### src/rtl/root_hub_router.sv
// root_hub_router: switching core between the root controller stream and
// NUM_LEAVES leaf channels. Downstream messages are held in one register and
// delivered to each addressed leaf independently (unicast or broadcast);
// messages with an unroutable destination are dropped and counted. Upstream
// messages are collected round-robin into a single output register and may be
// tagged with the source leaf id (leaf index + 1).
module root_hub_router #(
    parameter int NUM_LEAVES    = 4,
    parameter int CHANNEL_WIDTH = 64,
    parameter int DEST_WIDTH    = 8,
    parameter int TAG_SOURCE    = 1
) (
    input  logic                                clk,
    input  logic                                reset,
    input  logic [CHANNEL_WIDTH-1:0]            local_in_data,
    input  logic                                local_in_valid,
    output logic                                local_in_ready,
    output logic [CHANNEL_WIDTH-1:0]            local_out_data,
    output logic                                local_out_valid,
    input  logic                                local_out_ready,
    output logic [CHANNEL_WIDTH*NUM_LEAVES-1:0] leaf_tx_data,
    output logic [NUM_LEAVES-1:0]               leaf_tx_valid,
    input  logic [NUM_LEAVES-1:0]               leaf_tx_ready,
    input  logic [CHANNEL_WIDTH*NUM_LEAVES-1:0] leaf_rx_data,
    input  logic [NUM_LEAVES-1:0]               leaf_rx_valid,
    output logic [NUM_LEAVES-1:0]               leaf_rx_ready,
    output logic [15:0]                         drop_count
);

    localparam int PTR_W = (NUM_LEAVES > 1) ? $clog2(NUM_LEAVES) : 1;

    typedef enum logic [0:0] {
        ST_IDLE    = 1'b0,
        ST_DELIVER = 1'b1
    } ds_state_t;

    // ---------------- downstream path ----------------
    ds_state_t                 state_r;
    ds_state_t                 state_nxt_s;
    logic [CHANNEL_WIDTH-1:0]  hold_data_r;
    logic [NUM_LEAVES-1:0]     pending_r;
    logic [NUM_LEAVES-1:0]     pending_nxt_s;
    logic [NUM_LEAVES-1:0]     fire_s;
    logic [NUM_LEAVES-1:0]     remain_s;
    logic [NUM_LEAVES-1:0]     route_mask_s;
    logic                      routable_s;
    logic                      accept_s;
    logic [DEST_WIDTH-1:0]     dest_s;
    logic [15:0]               drop_count_r;

    // Destination decode: all-ones broadcasts, 1..NUM_LEAVES is unicast, anything else drops.
    always_comb begin
        dest_s       = local_in_data[CHANNEL_WIDTH-1 -: DEST_WIDTH];
        route_mask_s = {NUM_LEAVES{1'b0}};
        routable_s   = 1'b0;
        if (dest_s == {DEST_WIDTH{1'b1}}) begin
            route_mask_s = {NUM_LEAVES{1'b1}};
            routable_s   = 1'b1;
        end else begin
            for (int i = 0; i < NUM_LEAVES; i++) begin
                if (dest_s == DEST_WIDTH'(i + 1)) begin
                    route_mask_s[i] = 1'b1;
                    routable_s      = 1'b1;
                end else begin
                    route_mask_s[i] = route_mask_s[i];
                end
            end
        end
    end

    // Per-leaf delivery bookkeeping; a new message may enter on the edge the last leaf fires.
    always_comb begin
        fire_s         = pending_r & leaf_tx_ready;
        remain_s       = pending_r & ~fire_s;
        local_in_ready = (remain_s == {NUM_LEAVES{1'b0}});
        accept_s       = local_in_valid & local_in_ready;
        if (accept_s && routable_s) begin
            pending_nxt_s = route_mask_s;
        end else begin
            pending_nxt_s = remain_s;
        end
    end

    // Delivery FSM next state: DELIVER whenever any leaf still owes a transfer.
    always_comb begin
        state_nxt_s = ST_IDLE;
        case (state_r)
            ST_IDLE: begin
                if (accept_s && routable_s) begin
                    state_nxt_s = ST_DELIVER;
                end else begin
                    state_nxt_s = ST_IDLE;
                end
            end
            ST_DELIVER: begin
                if (pending_nxt_s != {NUM_LEAVES{1'b0}}) begin
                    state_nxt_s = ST_DELIVER;
                end else begin
                    state_nxt_s = ST_IDLE;
                end
            end
            default: begin
                state_nxt_s = ST_IDLE;
            end
        endcase
    end

    // Downstream registers: state, pending mask, held message and saturating drop counter.
    always_ff @(posedge clk) begin
        if (reset) begin
            state_r      <= ST_IDLE;
            pending_r    <= {NUM_LEAVES{1'b0}};
            hold_data_r  <= {CHANNEL_WIDTH{1'b0}};
            drop_count_r <= 16'h0000;
        end else begin
            state_r   <= state_nxt_s;
            pending_r <= pending_nxt_s;
            if (accept_s && routable_s) begin
                hold_data_r <= local_in_data;
            end
            if (accept_s && !routable_s && (drop_count_r != 16'hFFFF)) begin
                drop_count_r <= drop_count_r + 16'h0001;
            end
        end
    end

    assign leaf_tx_valid = pending_r;
    assign leaf_tx_data  = {NUM_LEAVES{hold_data_r}};
    assign drop_count    = drop_count_r;

    // ---------------- upstream path ----------------
    logic [PTR_W-1:0]          ptr_r;
    logic [PTR_W-1:0]          ptr_nxt_s;
    logic [PTR_W-1:0]          gidx_s;
    logic                      found_s;
    logic                      load_s;
    logic [CHANNEL_WIDTH-1:0]  sel_data_s;
    logic [CHANNEL_WIDTH-1:0]  tagged_data_s;
    logic [CHANNEL_WIDTH-1:0]  out_data_r;
    logic                      out_valid_r;

    // Round-robin grant: first valid leaf at or above ptr, else the lowest valid leaf (wrap).
    always_comb begin
        found_s = 1'b0;
        gidx_s  = {PTR_W{1'b0}};
        for (int i = 0; i < NUM_LEAVES; i++) begin
            if (!found_s && leaf_rx_valid[i] && (PTR_W'(i) >= ptr_r)) begin
                found_s = 1'b1;
                gidx_s  = PTR_W'(i);
            end else begin
                gidx_s = gidx_s;
            end
        end
        for (int i = 0; i < NUM_LEAVES; i++) begin
            if (!found_s && leaf_rx_valid[i]) begin
                found_s = 1'b1;
                gidx_s  = PTR_W'(i);
            end else begin
                gidx_s = gidx_s;
            end
        end
    end

    // Pop handshake, granted leaf data selection, optional source tag and next pointer.
    always_comb begin
        load_s        = !out_valid_r | local_out_ready;
        leaf_rx_ready = {NUM_LEAVES{1'b0}};
        sel_data_s    = {CHANNEL_WIDTH{1'b0}};
        for (int i = 0; i < NUM_LEAVES; i++) begin
            if (gidx_s == PTR_W'(i)) begin
                sel_data_s       = leaf_rx_data[i*CHANNEL_WIDTH +: CHANNEL_WIDTH];
                leaf_rx_ready[i] = load_s & found_s;
            end else begin
                leaf_rx_ready[i] = 1'b0;
            end
        end
        tagged_data_s = sel_data_s;
        if (TAG_SOURCE != 0) begin
            tagged_data_s[CHANNEL_WIDTH-1 -: DEST_WIDTH] = DEST_WIDTH'(gidx_s) + DEST_WIDTH'(1);
        end else begin
            tagged_data_s = sel_data_s;
        end
        if (gidx_s == PTR_W'(NUM_LEAVES - 1)) begin
            ptr_nxt_s = {PTR_W{1'b0}};
        end else begin
            ptr_nxt_s = gidx_s + PTR_W'(1);
        end
    end

    // Upstream output register and round-robin pointer; holds while valid and not ready.
    always_ff @(posedge clk) begin
        if (reset) begin
            out_data_r  <= {CHANNEL_WIDTH{1'b0}};
            out_valid_r <= 1'b0;
            ptr_r       <= {PTR_W{1'b0}};
        end else if (load_s) begin
            if (found_s) begin
                out_data_r  <= tagged_data_s;
                out_valid_r <= 1'b1;
                ptr_r       <= ptr_nxt_s;
            end else begin
                out_valid_r <= 1'b0;
            end
        end
    end

    assign local_out_data  = out_data_r;
    assign local_out_valid = out_valid_r;

endmodule
### config.mk
export PLATFORM = sky130hd
export DESIGN_NAME = root_hub_router
export DESIGN_NICKNAME = d
export VERILOG_FILES = /design/src/rtl/root_hub_router.sv
export SDC_FILE = /design/constraint.sdc
export NUM_CORES = 1
export LEC_CHECK = 0
export ABC_AREA = 1
export BUFFER_PORTS_ARGS = -buffer_cell sky130_fd_sc_hd__clkbuf_2
export CORE_AREA = 2 2 267 269
export CTS_BUF_LIST = sky130_fd_sc_hd__clkbuf_16
export DETAILED_ROUTE_END_ITERATION = 7
export DIE_AREA = 0 0 269 271
export SLEW_MARGIN = 10
export SYNTH_ARGS = -nofsm -noshare
export SYNTH_HDL_FRONTEND = slang
export SYNTH_SLANG_ARGS = --single-unit
### constraint.sdc
create_clock -name clk -period 3.3 [get_ports clk]
set_input_delay 0.66 -clock clk [delete_from_list [all_inputs] [get_ports clk]]
set_output_delay 0.66 -clock clk [all_outputs]
set_load 0.01 [all_outputs]
==> flow_summary_export.csv <==
group,metric,value,unit
status,outcome,"finished clean",
floorplan,coreArea,69800,µm²
global_routing,grt.busiest_layer,"met2",
timing,fmaxAchievable,0.335,GHz
logic_synthesis,synth-seq-cells,144,
floorplan,rows,97,
global_routing,global_route_met2_utilization,20.8,%
detailed_routing,detail_route.wl_per_cell,16.1,µm
global_routing,maximum_number_of_pins_on_one_net_before_global_route_repair,72,
cts,clock_sink_count,144,
global_routing,global_route.overflow_total,0,
global_routing,grtUsageTotal,12.0,%
logic_synthesis,yosys.area_share.xor_xnor,1.06,%
layout,fraction_of_final_layout_cells_sized_beyond_drive_strength_1,39.6,%
timing,relSlewSlack,47.6,%
timing,timing.final.hold_violations,0,
logic_synthesis,synth-compound-area-share,14.1,%
logic_synthesis,combinational_family_with_the_most_area_after_synthesis,"simple AND/OR/NAND/NOR gates",
floorplan,fp.dieW,269,µm
placed_design,buffer_ports.inserted,640,
worst_setup_path,cp_num_cells,13,
min_path,worst_hold_startpoint,"local_in_data[5]",
pwr,sequentialPowerShare,33.6,%
worst_setup_path,timing.reg2reg.setup_slack,330,ps
detailed_routing,antenna_violating_nets_left,0,
pwr,clk_network_pwr_share,33.9,%
worst_setup_path,crit_buf_inv,5,
global_routing,grt_antenna_before_repair,13,
worst_setup_path,slowest_stage_delay_on_critical_path,370,ps
timing,report.final.slew_viol_count,0,
logic_synthesis,synth_cell_types,32,
worst_setup_path,crit_path_max_fanout,51,
timing,setup_repair_after_global_routing_missed_its_margin,"false",
pwr,power-per-cell-area,472,nW/µm²
cts,cts-buffers-inserted,17,
logic_synthesis,synth-seq-area-share,31.8,%
worst_setup_path,regToRegEndpoint,"local_out_data[36]",
cts,clock-root-buffer,"sky130_fd_sc_hd__clkbuf_16",
worst_setup_path,timing.critical_path.required,2640,ps
placed_design,place_hpwl,36000,µm
global_routing,grt_first_pass_wirelength,62400,µm
cts,cts_hold_repair.buffers,0,
worst_setup_path,crit_path_frequent_cell,"sky130_fd_sc_hd__nand2_1",
detailed_routing,drt_wl_total,44700,µm
logic_synthesis,synth_area_per_cell,6.42,µm²
cts,path_clk_slew,80,ps
cts,cts_tree,"done",
worst_setup_path,arrival,2330,ps
min_path,holdCritPathClass,"in -> reg",
worst_setup_path,criticalPathCategory,"reg -> out",
worst_setup_path,crit_path_end,"leaf_rx_ready[1]",
pwr,switching_share,38.9,%
cts,clk_latency_worst_skew_pair,480,ps
worst_setup_path,worst_setup_path_end_kind,"output pin",
cts,post_cts_resized,0,
worst_setup_path,path_delay_family,"simple AND/OR/NAND/NOR gates",
run,drv_cap,0,
logic_synthesis,synth-warning-count,0,
cts,cts_max_path_buffers,2,
cts,clock_tree.htree_level_count,4,
pwr,power.ir.vdd_worst,0.296,mV
timing,final.period_utilization,90.6,%
floorplan,chipHeight,271,µm
worst_setup_path,crit_path_start,"ptr_r[0]",
detailed_routing,drtPass1Iterations,5,
layout,count_of_non_filler_cells_in_the_finished_layout,2773,
cts,postCtsSetupRepairBufs,0,
worst_setup_path,startpoint_type,"flip-flop",
timing,tightest_slew,785,ps
layout,synthToLayoutAreaGrowth,37.8,%
placed_design,post-place-cells,2738,
pwr,power.share.combinational,32.5,%
placed_design,place_congestion,0.846,
detailed_routing,drt_iter0_drcs,397,
worst_setup_path,worst_r2r_startpoint,"ptr_r[0]",
logic_synthesis,synthArstFlopShare,0,%
detailed_routing,drc_errors,0,
pwr,power_report.internal_total,3.60,mW
detailed_routing,vias,10300,
layout,design.final.nets,2154,
worst_setup_path,crit_slowest_cell,"sky130_fd_sc_hd__dfxtp_1",
detailed_routing,drt-vias-per-instance,3.71,
timing,final.min_clock_period,2990,ps
timing,timing.setup.tns,0,ps
worst_setup_path,chain_of_cells_forming_the_critical_path,"inv_1 > nand2_1 > nand2_1 > nand2_1 > nand2_1 > inv_2 > nand3_1 > nand2_1 > ha_4 > buf_12 > inv_1 > nor2_1 > clkbuf_2",
worst_setup_path,r2r_cells,20,
logic_synthesis,synth-simple-area-share,30.0,%
layout,layout.cells.most_common,"sky130_fd_sc_hd__clkbuf_2",
logic_synthesis,syn_inst,1411,
floorplan,dieArea,72900,µm²
logic_synthesis,synth_area,9060,µm²
logic_synthesis,synth_flop_cell,"sky130_fd_sc_hd__dfxtp_1",
pwr,power.switching,2.29,mW
floorplan,ports_placed_on_the_boundary,678,
global_routing,grt_use_met1,13.6,%
floorplan,initial_core_util,13.0,%
logic_synthesis,synth_adder_area_share,0.691,%
layout,highest_count_cells_in_the_layout_ignoring_fill_and_taps,"640 x sky130_fd_sc_hd__clkbuf_2, 294 x sky130_fd_sc_hd__nand2_1, 275 x sky130_fd_sc_hd__nor2_1",
timing,worst_clock_skew,17.4,ps
logic_synthesis,synth_edf_count,0,
timing,timing.final.setup_violations,0,
logic_synthesis,synth_mux_area_share,0,%
global_routing,use_met3,3.08,%
pwr,cellLeakagePower,6.61,nW
global_routing,vias_in_the_first_global_route,9506,
==> worst min path at each step <==
| stage | endpoint | depth (start not counted) |
|---|---|---|
| 2_1_floorplan | local_out_data[58] | 2 |
| 3_3_place_gp | local_out_data[58] | 2 |
| 3_5_place_dp | local_out_data[58] | 2 |
| 4_1_cts | hold_data_r[5] | 3 |
| 5_1_grt | hold_data_r[46] | 3 |
| 6_report | hold_data_r[5] | 3 |
==> power groups by stage <==
stage	combinational [mW]	sequential (mW)	clock [mW]
global route	2.18	2.00	2.18
global placement	1.94	2.02	0
detailed placement	1.94	2.02	0
finish	1.91	1.98	1.99
CTS	1.95	1.98	2.13
floorplan	1.02	2.07	0
==> layer usage <==
metal / wire [µm] / up-vias
met2: 21600 / 543
met3: 3020 / 70
met1: 18100 / 4534
met5: 38 / -
met4: 1870 / 6
li1: - / 5125
==> cells in the mapped netlist, types with 4 or more instances <==
| cell | n | area share [%] |
|---|---|---|
| sky130_fd_sc_hd__nand2_1 | 295 | 12 |
| sky130_fd_sc_hd__nor2_1 | 277 | 11 |
| sky130_fd_sc_hd__buf_4 | 199 | 16 |
| sky130_fd_sc_hd__dfxtp_1 | 144 | 32 |
| sky130_fd_sc_hd__o21ai_0 | 137 | 7.6 |
| sky130_fd_sc_hd__nand3_1 | 86 | 4.8 |
| sky130_fd_sc_hd__a21oi_1 | 77 | 4.3 |
| sky130_fd_sc_hd__clkbuf_1 | 58 | 2.4 |
| sky130_fd_sc_hd__o21ai_1 | 36 | 2.0 |
| sky130_fd_sc_hd__inv_1 | 28 | 1.2 |
| sky130_fd_sc_hd__buf_2 | 18 | 0.99 |
| sky130_fd_sc_hd__inv_2 | 10 | 0.41 |
| sky130_fd_sc_hd__xnor2_1 | 7 | 0.68 |
| sky130_fd_sc_hd__buf_6 | 5 | 0.62 |
| sky130_fd_sc_hd__ha_1 | 5 | 0.69 |
| sky130_fd_sc_hd__xor2_1 | 4 | 0.39 |
==> state kept, by name (all words and copies together), names as in the netlist <==
name	flops
local_out_valid	1
ptr_r	2
leaf_tx_valid	4
local_out_data	57
hold_data_r	64
drop_count	16
==> stage by stage <==
stage / area (µm²) / hold WS [ps] / util, % / power [mW] / worst slack, ps
after floorplan: 9070 / 479 / - / 3.09 / 546
after global placement: 11900 / 451 / 17.1 / 3.96 / -105
after detailed placement: 11900 / 462 / 17.1 / 3.96 / -134
after CTS: 12500 / 381 / 17.8 / 6.06 / 94.9
after global routing: 12500 / 416 / 17.9 / 6.36 / 17.1
final: 12500 / 438 / 17.9 / 5.89 / 311
==> layout make-up <==
| type | count | area, µm² |
|---|---|---|
| clock inverter | 15 | 126 |
| inverter | 39 | 151 |
| multi-input combinational | 949 | 4230 |
| tap | 940 | 1180 |
| fill | 8050 | 57300 |
| sequential | 144 | 2880 |
| clock buffer | 17 | 425 |
| timing repair buffer | 666 | 3490 |
| antenna | 3 | 7.51 |
==> kinds of logic after synthesis <==
group | count (synthesis)
AOI/OAI and AO/OA | 253
xor gates and xnor gates | 11
adders and majority gates | 5
buffers and inverters | 322
DFF | 144
other | 1
and+or+nand+nor | 675
==> worst reg2reg max path, delay by kind of cell, from the launching register on <==
family / cells / cell delay (ps)
flip-flops: 1 / 370
adder cells (fa/ha/maj): 1 / 310
AND/OR/NAND/NOR: 11 / 780
AO/OA/AOI/OAI: 2 / 610
buffers and inverters: 6 / 800
Note: power is estimated with default switching activity, not from simulation.
